--- src/rtl/seq_divider_pkg.sv ---
// Shared definitions for the sequential signed divider.
//   - divider FSM state encoding
//   - default operand width and the matching iteration-counter width
package seq_divider_pkg;

  localparam int DEFAULT_WIDTH = 32;
  localparam int CNT_W         = $clog2(DEFAULT_WIDTH);

  typedef enum logic [1:0] {
    ST_IDLE = 2'd0,
    ST_RUN  = 2'd1,
    ST_FIX  = 2'd2,
    ST_DONE = 2'd3
  } div_state_t;

endpackage

--- src/rtl/seq_divider_cla_subtractor.sv ---
// N-bit subtractor diff = a + ~b + 1 built from chained 8-bit carry-lookahead
// slices.
//   a, b : N-bit operands (N-1 must be a multiple of 8)
//   diff : N-bit result
// The operands the divider feeds in are always below 2^(N-1), so diff[N-1]
// is set exactly when a < b (the borrow).
module eight_bit_cla (
  input  logic [7:0] a,
  input  logic [7:0] b,
  input  logic       cin,
  output logic [7:0] sum,
  output logic       cout
);

  logic [7:0] gen_s;
  logic [7:0] prop_s;
  logic [8:0] carry_s;

  assign gen_s  = a & b;
  assign prop_s = a ^ b;

  // Carry recurrence over generate/propagate terms; flattens to lookahead logic.
  always_comb begin
    carry_s    = 9'd0;
    carry_s[0] = cin;
    for (int i = 0; i < 8; i++) begin
      carry_s[i+1] = gen_s[i] | (prop_s[i] & carry_s[i]);
    end
  end

  assign sum  = prop_s ^ carry_s[7:0];
  assign cout = carry_s[8];

endmodule

module cla_subtractor #(
  parameter int N = 33
) (
  input  logic [N-1:0] a,
  input  logic [N-1:0] b,
  output logic [N-1:0] diff
);

  localparam int SLICES = (N - 1) / 8;

  logic [N-1:0]    b_inv_s;
  logic [SLICES:0] chain_s;

  assign b_inv_s    = ~b;
  assign chain_s[0] = 1'b1;

  for (genvar g = 0; g < SLICES; g++) begin : g_slice
    eight_bit_cla u_cla (
      .a    (a[8*g+7:8*g]),
      .b    (b_inv_s[8*g+7:8*g]),
      .cin  (chain_s[g]),
      .sum  (diff[8*g+7:8*g]),
      .cout (chain_s[g+1])
    );
  end

  // The single top bit past the last slice only needs its sum, not a carry.
  assign diff[N-1] = a[N-1] ^ b_inv_s[N-1] ^ chain_s[SLICES];

endmodule

--- src/rtl/seq_divider.sv ---
// Multicycle signed restoring divider.
//   clock, reset_n      : clock, synchronous active-low reset
//   ctrl_div            : start strobe, honoured only in IDLE
//   dividend, divisor   : signed operands captured with the start strobe
//   quotient, remainder : signed results (remainder takes the dividend's sign)
//   exception           : divide-by-zero or most-negative / -1 overflow
//   result_ready        : one-cycle pulse when the results are valid
//   busy                : high while a division is in flight
// One trial subtraction per cycle for WIDTH cycles, one fix-up cycle that
// applies the signs, then the DONE cycle that raises result_ready.
import seq_divider_pkg::*;

module seq_divider #(
  parameter int WIDTH = DEFAULT_WIDTH
) (
  input  logic             clock,
  input  logic             reset_n,
  input  logic             ctrl_div,
  input  logic [WIDTH-1:0] dividend,
  input  logic [WIDTH-1:0] divisor,
  output logic [WIDTH-1:0] quotient,
  output logic [WIDTH-1:0] remainder,
  output logic             exception,
  output logic             result_ready,
  output logic             busy
);

  localparam int CW = $clog2(WIDTH);

  div_state_t state_r;
  div_state_t next_s;

  logic [CW-1:0]    count_r;
  logic [WIDTH:0]   rem_r;
  logic [WIDTH-1:0] quo_r;
  logic [WIDTH:0]   den_r;
  logic             q_neg_r;
  logic             r_neg_r;
  logic             ovf_r;

  logic [WIDTH-1:0] quotient_r;
  logic [WIDTH-1:0] remainder_r;
  logic             exception_r;
  logic             result_ready_r;
  logic             busy_r;

  logic             start_s;
  logic             div_zero_s;
  logic             ovf_s;
  logic [WIDTH-1:0] dvd_mag_s;
  logic [WIDTH-1:0] dvs_mag_s;
  logic [WIDTH:0]   rem_sh_s;
  logic [WIDTH-1:0] quo_sh_s;
  logic [WIDTH:0]   sub_a_s;
  logic [WIDTH:0]   sub_b_s;
  logic [WIDTH:0]   sub_diff_s;
  logic [WIDTH:0]   negq_diff_s;

  assign start_s    = (state_r == ST_IDLE) && ctrl_div;
  assign div_zero_s = (divisor == {WIDTH{1'b0}});
  assign ovf_s      = (dividend == {1'b1, {(WIDTH-1){1'b0}}}) &&
                      (divisor == {WIDTH{1'b1}});

  // Unsigned magnitudes; the most negative value maps to 2^(WIDTH-1) exactly.
  assign dvd_mag_s = dividend[WIDTH-1] ? (~dividend + {{(WIDTH-1){1'b0}}, 1'b1}) : dividend;
  assign dvs_mag_s = divisor[WIDTH-1]  ? (~divisor  + {{(WIDTH-1){1'b0}}, 1'b1}) : divisor;

  // {R,Q} shifted left by one; the new quotient bit is filled in after the trial.
  assign rem_sh_s = {rem_r[WIDTH-1:0], quo_r[WIDTH-1]};
  assign quo_sh_s = {quo_r[WIDTH-2:0], 1'b0};

  // Shared subtractor: trial subtraction while running, 0 - R in the fix-up cycle.
  always_comb begin
    sub_a_s = {(WIDTH+1){1'b0}};
    sub_b_s = {(WIDTH+1){1'b0}};
    if (state_r == ST_FIX) begin
      sub_a_s = {(WIDTH+1){1'b0}};
      sub_b_s = rem_r;
    end else begin
      sub_a_s = rem_sh_s;
      sub_b_s = den_r;
    end
  end

  cla_subtractor #(.N(WIDTH+1)) u_sub (
    .a    (sub_a_s),
    .b    (sub_b_s),
    .diff (sub_diff_s)
  );

  // Quotient negation; its top bit doubles as a "quotient is non-zero" flag.
  cla_subtractor #(.N(WIDTH+1)) u_negq (
    .a    ({(WIDTH+1){1'b0}}),
    .b    ({1'b0, quo_r}),
    .diff (negq_diff_s)
  );

  // FSM state register.
  always_ff @(posedge clock) begin
    if (!reset_n) begin
      state_r <= ST_IDLE;
    end else begin
      state_r <= next_s;
    end
  end

  // FSM next-state logic.
  always_comb begin
    next_s = state_r;
    case (state_r)
      ST_IDLE: begin
        if (ctrl_div) begin
          if (div_zero_s) begin
            next_s = ST_DONE;
          end else begin
            next_s = ST_RUN;
          end
        end else begin
          next_s = ST_IDLE;
        end
      end
      ST_RUN: begin
        if (count_r == CW'(WIDTH - 1)) begin
          next_s = ST_FIX;
        end else begin
          next_s = ST_RUN;
        end
      end
      ST_FIX:  next_s = ST_DONE;
      ST_DONE: next_s = ST_IDLE;
      default: next_s = ST_IDLE;
    endcase
  end

  // Iteration datapath: operand capture and one restoring step per RUN cycle.
  always_ff @(posedge clock) begin
    if (!reset_n) begin
      count_r <= {CW{1'b0}};
      rem_r   <= {(WIDTH+1){1'b0}};
      quo_r   <= {WIDTH{1'b0}};
      den_r   <= {(WIDTH+1){1'b0}};
      q_neg_r <= 1'b0;
      r_neg_r <= 1'b0;
      ovf_r   <= 1'b0;
    end else if (start_s) begin
      count_r <= {CW{1'b0}};
      rem_r   <= {(WIDTH+1){1'b0}};
      quo_r   <= dvd_mag_s;
      den_r   <= {1'b0, dvs_mag_s};
      q_neg_r <= dividend[WIDTH-1] ^ divisor[WIDTH-1];
      r_neg_r <= dividend[WIDTH-1];
      ovf_r   <= ovf_s;
    end else if (state_r == ST_RUN) begin
      count_r <= count_r + {{(CW-1){1'b0}}, 1'b1};
      // Top bit of the trial result is the borrow: set means R < D, restore.
      if (sub_diff_s[WIDTH]) begin
        rem_r <= rem_sh_s;
        quo_r <= quo_sh_s;
      end else begin
        rem_r <= sub_diff_s;
        quo_r <= {quo_sh_s[WIDTH-1:1], 1'b1};
      end
    end else begin
      count_r <= count_r;
    end
  end

  // Output registers: results, exception flag, ready pulse and busy.
  always_ff @(posedge clock) begin
    if (!reset_n) begin
      quotient_r     <= {WIDTH{1'b0}};
      remainder_r    <= {WIDTH{1'b0}};
      exception_r    <= 1'b0;
      result_ready_r <= 1'b0;
      busy_r         <= 1'b0;
    end else begin
      result_ready_r <= (next_s == ST_DONE);
      busy_r         <= (next_s == ST_RUN) || (next_s == ST_FIX);
      if (start_s) begin
        if (div_zero_s) begin
          quotient_r  <= {WIDTH{1'b0}};
          remainder_r <= {WIDTH{1'b0}};
          exception_r <= 1'b1;
        end else begin
          exception_r <= 1'b0;
        end
      end else if (state_r == ST_FIX) begin
        quotient_r  <= (q_neg_r && negq_diff_s[WIDTH]) ? negq_diff_s[WIDTH-1:0] : quo_r;
        remainder_r <= r_neg_r ? sub_diff_s[WIDTH-1:0] : rem_r[WIDTH-1:0];
        exception_r <= ovf_r;
      end else begin
        exception_r <= exception_r;
      end
    end
  end

  assign quotient     = quotient_r;
  assign remainder    = remainder_r;
  assign exception    = exception_r;
  assign result_ready = result_ready_r;
  assign busy         = busy_r;

endmodule

--- config.mk ---
export PLATFORM = sky130hd
export DESIGN_NAME = seq_divider
export DESIGN_NICKNAME = d
export VERILOG_FILES = /design/src/rtl/seq_divider_pkg.sv /design/src/rtl/seq_divider_cla_subtractor.sv /design/src/rtl/seq_divider.sv
export SDC_FILE = /design/constraint.sdc
export NUM_CORES = 1
export LEC_CHECK = 0
export BUFFER_PORTS_ARGS = -buffer_cell sky130_fd_sc_hd__buf_4
export CAP_MARGIN = 0
export CORE_MARGIN = 8
export CORE_UTILIZATION = 45
export DETAILED_ROUTE_END_ITERATION = 8
export PLACE_DENSITY = 0.63
export SLEW_MARGIN = 25
export SYNTH_ARGS = -nofsm -noshare
export SYNTH_HDL_FRONTEND = slang
export SYNTH_HIERARCHICAL = 1
export SYNTH_SLANG_ARGS = --single-unit
--- constraint.sdc ---
create_clock -name clock -period 22.4 [get_ports clock]
set_input_delay 0 -clock clock [delete_from_list [all_inputs] [get_ports clock]]
set_output_delay 0 -clock clock [all_outputs]
set_load 0.05 [all_outputs]
Yosys cells after proc, flatten, opt, wreduce, memory -nomap -nowiden --
Index checks and enable logic that the tools add are counted.
Cells by class: $add $sub $neg 3, equality and inequality tests 10, muxes and demuxes 22, bitwise gates (word level) 119, reduce and logical (&&, ||, !) cells 10
Operator list (count):
- 2-to-1 mux 32 bit | 11
- 2-to-1 mux 33 bit | 3
- bitwise XOR 8 bit | 12
- adder 32 x 1 -> 32 bit, second input constant | 2
- equality test 32 bit, second input constant | 2
- NOT 32 bit | 2
- AND 1 bit | 62
- NOT 32 -> 33 bit | 1
- NOT 33 bit | 1
- AND 8 bit | 4
- logical NOT 32 bit | 1
- bitwise OR 1 bit | 32
- equality test 2 bit, second input constant | 4
- one-hot mux 2 bit (4 select lines) | 1
- 2-to-1 mux 2 bit | 3
- adder 5 x 1 -> 5 bit, second input constant | 1
- equality test 5 bit, second input constant | 1
- equality test 2 x 1 -> 1 bit, second input constant | 2
- 2-to-1 mux 1 bit | 4
- nonzero test 2 bit | 2
- bitwise XOR 1 bit | 4
- logical AND 1 bit | 3
- logical NOT 2 bit | 1
- inequality test 2 x 1 -> 1 bit, second input constant | 1
- other kinds (4) | 4
Word-level totals: register bits after elaboration 174, bits of input ports 67, output and inout bits 67, word-level logic and storage cells 177

Logic depth before layout (Yosys ltp) --
depth in word-level cells 71, mapped depth 60, mapped depth without buffers 56

Modules after synthesis --
The synthesis kept the hierarchy.
By module, submodules not included:
- seq_divider | instances 1, cells an instance 1139, area each 9439.1 um^2, sequential area each 3483.3 um^2
- eight_bit_cla | instances 8, cells an instance 18, area each 197.7 um^2, sequential area each 0.0 um^2
- cla_subtractor | instances 2, cells an instance 34, area each 146.4 um^2, sequential area each 0.0 um^2

Least setup slack after synthesis --
No wires, ideal clock.
path kind register -> register, from register state_r[0], to register rem_r[10], setup time 0.137 ns, arrival 13.316 ns, data required time 22.263 ns, slack 8.947 ns, cell stages (with the launch flop) 60, buffers on the path 4, clock period less this slack 13.453 ns, cell sequence dfxtp_1 > nand2b_1 > clkbuf_1 > clkbuf_1 > nand2_1 > nand2_1 > inv_1 > inv_1 > fa_1 > inv_1 > fa_1 > fa_1 > fa_1 > fa_1 > fa_1 > fa_1 > inv_1 > fa_1 > (+24 left out) > inv_1 > inv_1 > fa_1 > inv_1 > fa_1 > fa_1 > fa_1 > fa_1 > fa_1 > fa_1 > inv_1 > fa_1 > inv_1 > xnor3_1 > clkbuf_1 > buf_1 > mux2i_1 > a211oi_1
On the way: word-level cells in the longest chain between the ends 69, elaborated cells between the ends (all ways) 83, classes of those cells eq/ne (2); mux (3); bitwise (75); reduce/logical (3)
RTL lines:
- start: declaration | line seq_divider.sv:30 | div_state_t state_r;
- start signal: assignment | line seq_divider.sv:103 | state_r <= next_s;
- equality test 2 bit * | line seq_divider.sv:76 | if (state_r == ST_FIX) begin
- 2-to-1 mux 33 bit * | line seq_divider.sv:76
- net sub_b_s[0] | line seq_divider.sv:55 | logic [WIDTH:0] sub_b_s;
- NOT 33 bit * | line seq_divider_cla_subtractor.sv:49 | assign b_inv_s = ~b;
- net u_sub.b_inv_s[0] | line seq_divider_cla_subtractor.sv:46 | logic [N-1:0] b_inv_s;
- AND 8 bit / bitwise XOR 8 bit (equally long branches) | line seq_divider_cla_subtractor.sv:19, seq_divider_cla_subtractor.sv:20
- bitwise OR 1 bit * | line seq_divider_cla_subtractor.sv:27 | carry_s[i+1] = gen_s[i] | (prop_s[i] & carry_s[i]);
- AND 1 bit * | line seq_divider_cla_subtractor.sv:27
- (+13 left out)
- net u_sub.chain_s[1] | line seq_divider_cla_subtractor.sv:47 | logic [SLICES:0] chain_s;
- (+16 left out)
- net u_sub.chain_s[2] | line seq_divider_cla_subtractor.sv:47
- (+16 left out)
- net u_sub.chain_s[3] | line seq_divider_cla_subtractor.sv:47
- (+12 left out)
- AND 1 bit * | line seq_divider_cla_subtractor.sv:27
- bitwise OR 1 bit * | line seq_divider_cla_subtractor.sv:27
- AND 1 bit * | line seq_divider_cla_subtractor.sv:27
- bitwise OR 1 bit * | line seq_divider_cla_subtractor.sv:27
- net u_sub.chain_s[4] | line seq_divider_cla_subtractor.sv:47
- bitwise XOR 1 bit * | line seq_divider_cla_subtractor.sv:63 | assign diff[N-1] = a[N-1] ^ b_inv_s[N-1] ^ chain_s[SLICES];
- net sub_diff_s[32] | line seq_divider.sv:56 | logic [WIDTH:0] sub_diff_s;
- 2-to-1 mux 33 bit * | line seq_divider.sv:156 | if (sub_diff_s[WIDTH]) begin
- end signal: assignment | line seq_divider.sv:147 | rem_r <= {(WIDTH+1){1'b0}};
- end signal: assignment | line seq_divider.sv:157 | rem_r <= rem_sh_s;
- end signal: assignment | line seq_divider.sv:160 | rem_r <= sub_diff_s;
- end: declaration | line seq_divider.sv:34 | logic [WIDTH:0] rem_r;
The timed path passes the listed nets; every way through them passes the cells marked *. A chain may end at the register's enable or synchronous reset.

Worst setup path in the final report --
from register state_r[0], to register quo_r[0]
On the way: word-level cells in the longest chain between the ends 71, elaborated cells between the ends (all ways) 84, classes of those cells eq/ne (2); mux (5); bitwise (74); reduce/logical (3)
RTL lines:
- equality test 2 bit * | line seq_divider.sv:76
- 2-to-1 mux 33 bit * | line seq_divider.sv:76
- net sub_b_s[0] | line seq_divider.sv:55
- NOT 33 bit * | line seq_divider_cla_subtractor.sv:49
- net u_sub.b_inv_s[0] | line seq_divider_cla_subtractor.sv:46
- AND 8 bit / bitwise XOR 8 bit (equally long branches) | line seq_divider_cla_subtractor.sv:19, seq_divider_cla_subtractor.sv:20
- bitwise OR 1 bit * | line seq_divider_cla_subtractor.sv:27
- AND 1 bit * | line seq_divider_cla_subtractor.sv:27
- (+13 left out)
- net u_sub.chain_s[1] | line seq_divider_cla_subtractor.sv:47
- (+16 left out)
- net u_sub.chain_s[2] | line seq_divider_cla_subtractor.sv:47
- (+16 left out)
- net u_sub.chain_s[3] | line seq_divider_cla_subtractor.sv:47
- (+14 left out)
- AND 1 bit * | line seq_divider_cla_subtractor.sv:27
- bitwise OR 1 bit * | line seq_divider_cla_subtractor.sv:27
- net u_sub.chain_s[4] | line seq_divider_cla_subtractor.sv:47
- bitwise XOR 1 bit * | line seq_divider_cla_subtractor.sv:63
- net sub_diff_s[32] | line seq_divider.sv:56
- 2-to-1 mux 1 bit * | line seq_divider.sv:156
- 2-to-1 mux 32 bit * | line seq_divider.sv:153 | end else if (state_r == ST_RUN) begin
- 2-to-1 mux 32 bit * | line seq_divider.sv:145 | end else if (start_s) begin
- end signal: assignment | line seq_divider.sv:148 | quo_r <= dvd_mag_s;
- end signal: assignment | line seq_divider.sv:158 | quo_r <= quo_sh_s;
- end signal: assignment | line seq_divider.sv:161 | quo_r <= {quo_sh_s[WIDTH-1:1], 1'b1};
- end: declaration | line seq_divider.sv:35 | logic [WIDTH-1:0] quo_r;
The timed path passes the listed nets; every way through them passes the cells marked *. The select of a mux whose other input is x is not followed.

==> results.yml <==
die:
  rows: 58
  die_w_um: 175
  die_y_um: 175
  core_area_um2: 25000
  boundaryPins: 134
  die_area_um2: 30500
  initial_core_util_pct: 45.3
detailed_routing:
  vias: 10100
  drc: 0
  vias_per_cell: 5.42
  dr.pass1.iters: 5
  totalWireLength_um: 31600
  ant_nets: 0
  avgRoutedWirePerCell_um: 17.0
  drtIter0Drc: 608
yosys:
  synth_area_um2: 11300
  synthFlopType: "dfxtp_1"
  synth.avg_cell_area_um2: 8.37
  yosys_register_bits: 174
  synth.top_cell.area_share_pct: 30.8
  async_reset_ff_share_pct: 0
  syn_inst: 1351
  synth_edf_count: 0
  seq_area_frac_synth_pct: 30.8
  yosysWarnings: 6
  ys_types: 58
  synth.largest_area_cell: "dfxtp_1"
  synth_area_leaders: "dfxtp_1 (31%), fa_1 (11%), mux2i_1 (11%)"
place:
  dpl.hpwl_um: 21500
  place.gp.congestion: 0.849
  io_buffers: 133
timing:
  worstMarginPinSlew_ps: 985
  skew_ps: 13.3
  finalCriticalPeriod_ps: 13990
  whs_ps: 24.2
  setup_viol: 0
  hold_viol: 0
  final_max_slew_viol_count: 0
  max_slew_margin_pct: 34.3
  rsz0062_at_grt: "no"
  setup_tns_ps: 0
  finalCritPeriodShare_pct: 62.4
  max_freq_ghz: 0.0715
clock_network:
  cts-root-buf: "clkbuf_16"
  numCtsBuffers: 17
  ctsHtreeMaxLevel: 4
  cts_resized: 0
  cts_tree: "done"
  cts.sink_count: 174
  cts_setup_buffers: 0
  ctsHoldBuffers: 67
  clockBufferDepth: 2
  clk_latency_ps: 430
  cts.clk_slew.worst_paths_ps: 70
min_path:
  hp-class: "in -> reg"
  min_to: "quo_r[2]"
  hp-start: "dividend[2]"
  hold-path-cell-count: 4
grt:
  antenna_found_initial: 0
  grt_max_degree: 82
  grt_usage_pct: 20.5
  grt-ovfl-total: 0
  grt_pass1_vias: 9798
  grt_pass1_wl_um: 51600
final_layout:
  area_delta_synth_final_pct: 22.6
  fillerInstances: 2333
  drive_above_1_share_pct: 13.3
  antennaDiodeCount: 0
  nNetsFinal: 1649
worst_setup_path:
  end_kind: "register"
  reg2reg_to: "quo_r[0]"
  r2r-start: "state_r[0]"
  crit_slowest_cell: "xnor3_4"
  critPathKind: "reg -> reg"
  worstPathMaxFanout: 49
  crit_arrival_ps: 14280
  reg2reg_depth: 56
  required_ps: 22690
  cp_common_cell: "fa_1"
  start_kind: "register"
  ff2ff_setup_slack_ps: 8410
  cpPeakStageDelay_ps: 690
power_and_ir_drop:
  switching_power_mw: 0.285
  power.internal_mw: 0.613
  combPwrFrac_pct: 26.1
  pwr-share-clk_pct: 35.8
  power_leakage_nw: 5.99
  peakVddDrop_mv: 0.0494
  total_power_mw: 0.899
  p_sw_share_pct: 31.7
  power_density_nw_per_um2: 64.8
  seqPwrFrac_pct: 38.1
outcome:
  status: "completed"
flow_run:
  maxCapViolCount: 0
-- Yosys cell counts, types with 3 or more instances --
cell	instances
nor3b_1	13
fa_1	64
nor4_1	8
nor4_2	3
a211oi_1	46
nor2b_1	15
nand4_1	14
buf_2	4
buf_1	11
o21ai_0	28
nor2_1	62
a21oi_1	39
xor2_1	41
o22ai_1	89
or3_1	10
and3_1	3
inv_1	151
or4_1	6
xnor2_1	6
clkbuf_1	81
o41ai_1	7
or4_4	5
mux2i_1	124
nand2_1	149
o31ai_1	16
and2_1	38
dfxtp_1	174
nand2b_1	7
conb_1	3
buf_4	5
ha_1	6
a221oi_1	3
nand3_1	77
nor3_1	11
-- per-layer routing --
metal / vias up / track usage (%) / part of all wire [%]
met5: - / 0 / 0
met4: 0 / 6.08 / 1.7
met3: 35 / 3.91 / 5.7
met2: 262 / 33.1 / 47
met1: 4847 / 27.5 / 46
li1: 4906 / - / -
-- how the worst max path moves through the flow --
stage,end,start,depth (start not counted)
after detailed placement,rem_r[25],state_r[0],55
final,quo_r[0],state_r[0],56
after CTS,rem_r[25],state_r[0],55
after global placement,quo_r[0],state_r[0],56
after floorplan,rem_r[10],state_r[0],59
after global routing,rem_r[31],state_r[0],55
-- final cells by class --
| cell class | count | area [µm²] | area share, % |
|---|---|---|---|
| Inverter | 152 | 571 | 4.11 |
| Sequential cell | 174 | 3490 | 25.1 |
| Multi-Input combinational cell | 956 | 7020 | 50.6 |
| Clock buffer | 18 | 439 | 3.17 |
| Tap cell | 330 | 413 | 2.98 |
| Clock inverter | 14 | 194 | 1.40 |
| Timing Repair Buffer | 211 | 1750 | 12.6 |
-- registers in the layout, summed over array words and instances (netlist names), 2 cells and up --
register   cells
den_r         32
count_r        5
quotient      32
quo_r         32
remainder     32
rem_r         33
state_r        2
-- metrics by stage --
stage	setup WS (ps)	util, %	cells	cell area (µm²)
2_1_floorplan	8950	-	1384	11400
3_3_place_gp	8480	50.3	1756	12600
3_5_place_dp	8150	50.3	1756	12600
4_1_cts	8150	55.5	1855	13900
5_1_grt	7800	55.6	1855	13900
6_report	8410	55.6	1855	13900
-- cells by family after synthesis --
| logic type | synth area share [%] |
|---|---|
| and+or+nand+nor | 19.1 |
| other | 0.0995 |
| muxes | 11.1 |
| buffers and inverters | 8.70 |
| xor gates and xnor gates | 4.04 |
| AOI/OAI and AO/OA | 14.3 |
| DFF | 30.8 |
| adders and majority gates | 12.0 |
-- critical path, delay by kind of cell, from the launching register on --
| family | cells | cell delay [ps] |
|---|---|---|
| compound gates | 1 | 240 |
| xor+xnor | 1 | 690 |
| fa+ha+maj | 32 | 10670 |
| buf+inv | 17 | 970 |
| flops | 1 | 470 |
| simple gates | 5 | 850 |
-- power groups by stage --
stage	clock [mW]	sequential (mW)	combinational [mW]
after floorplan	0	0.342	0.168
after global placement	0	0.349	0.217
after detailed placement	0	0.349	0.223
after CTS	0.330	0.342	0.234
after global routing	0.342	0.344	0.263
final	0.322	0.342	0.234
-- layout by cell type, fill, tap and decap left out, drive strengths merged, types with 41 or more instances in the layout --
cell / n
dfxtp: 174
inv: 159
nand2: 149
buf: 144
mux2i: 124
o22ai: 89
nand3: 77
dlygate4sd3: 67
fa: 64
nor2: 62
a211oi: 46
xor2: 41
Note: power is estimated with default switching activity, not from simulation.
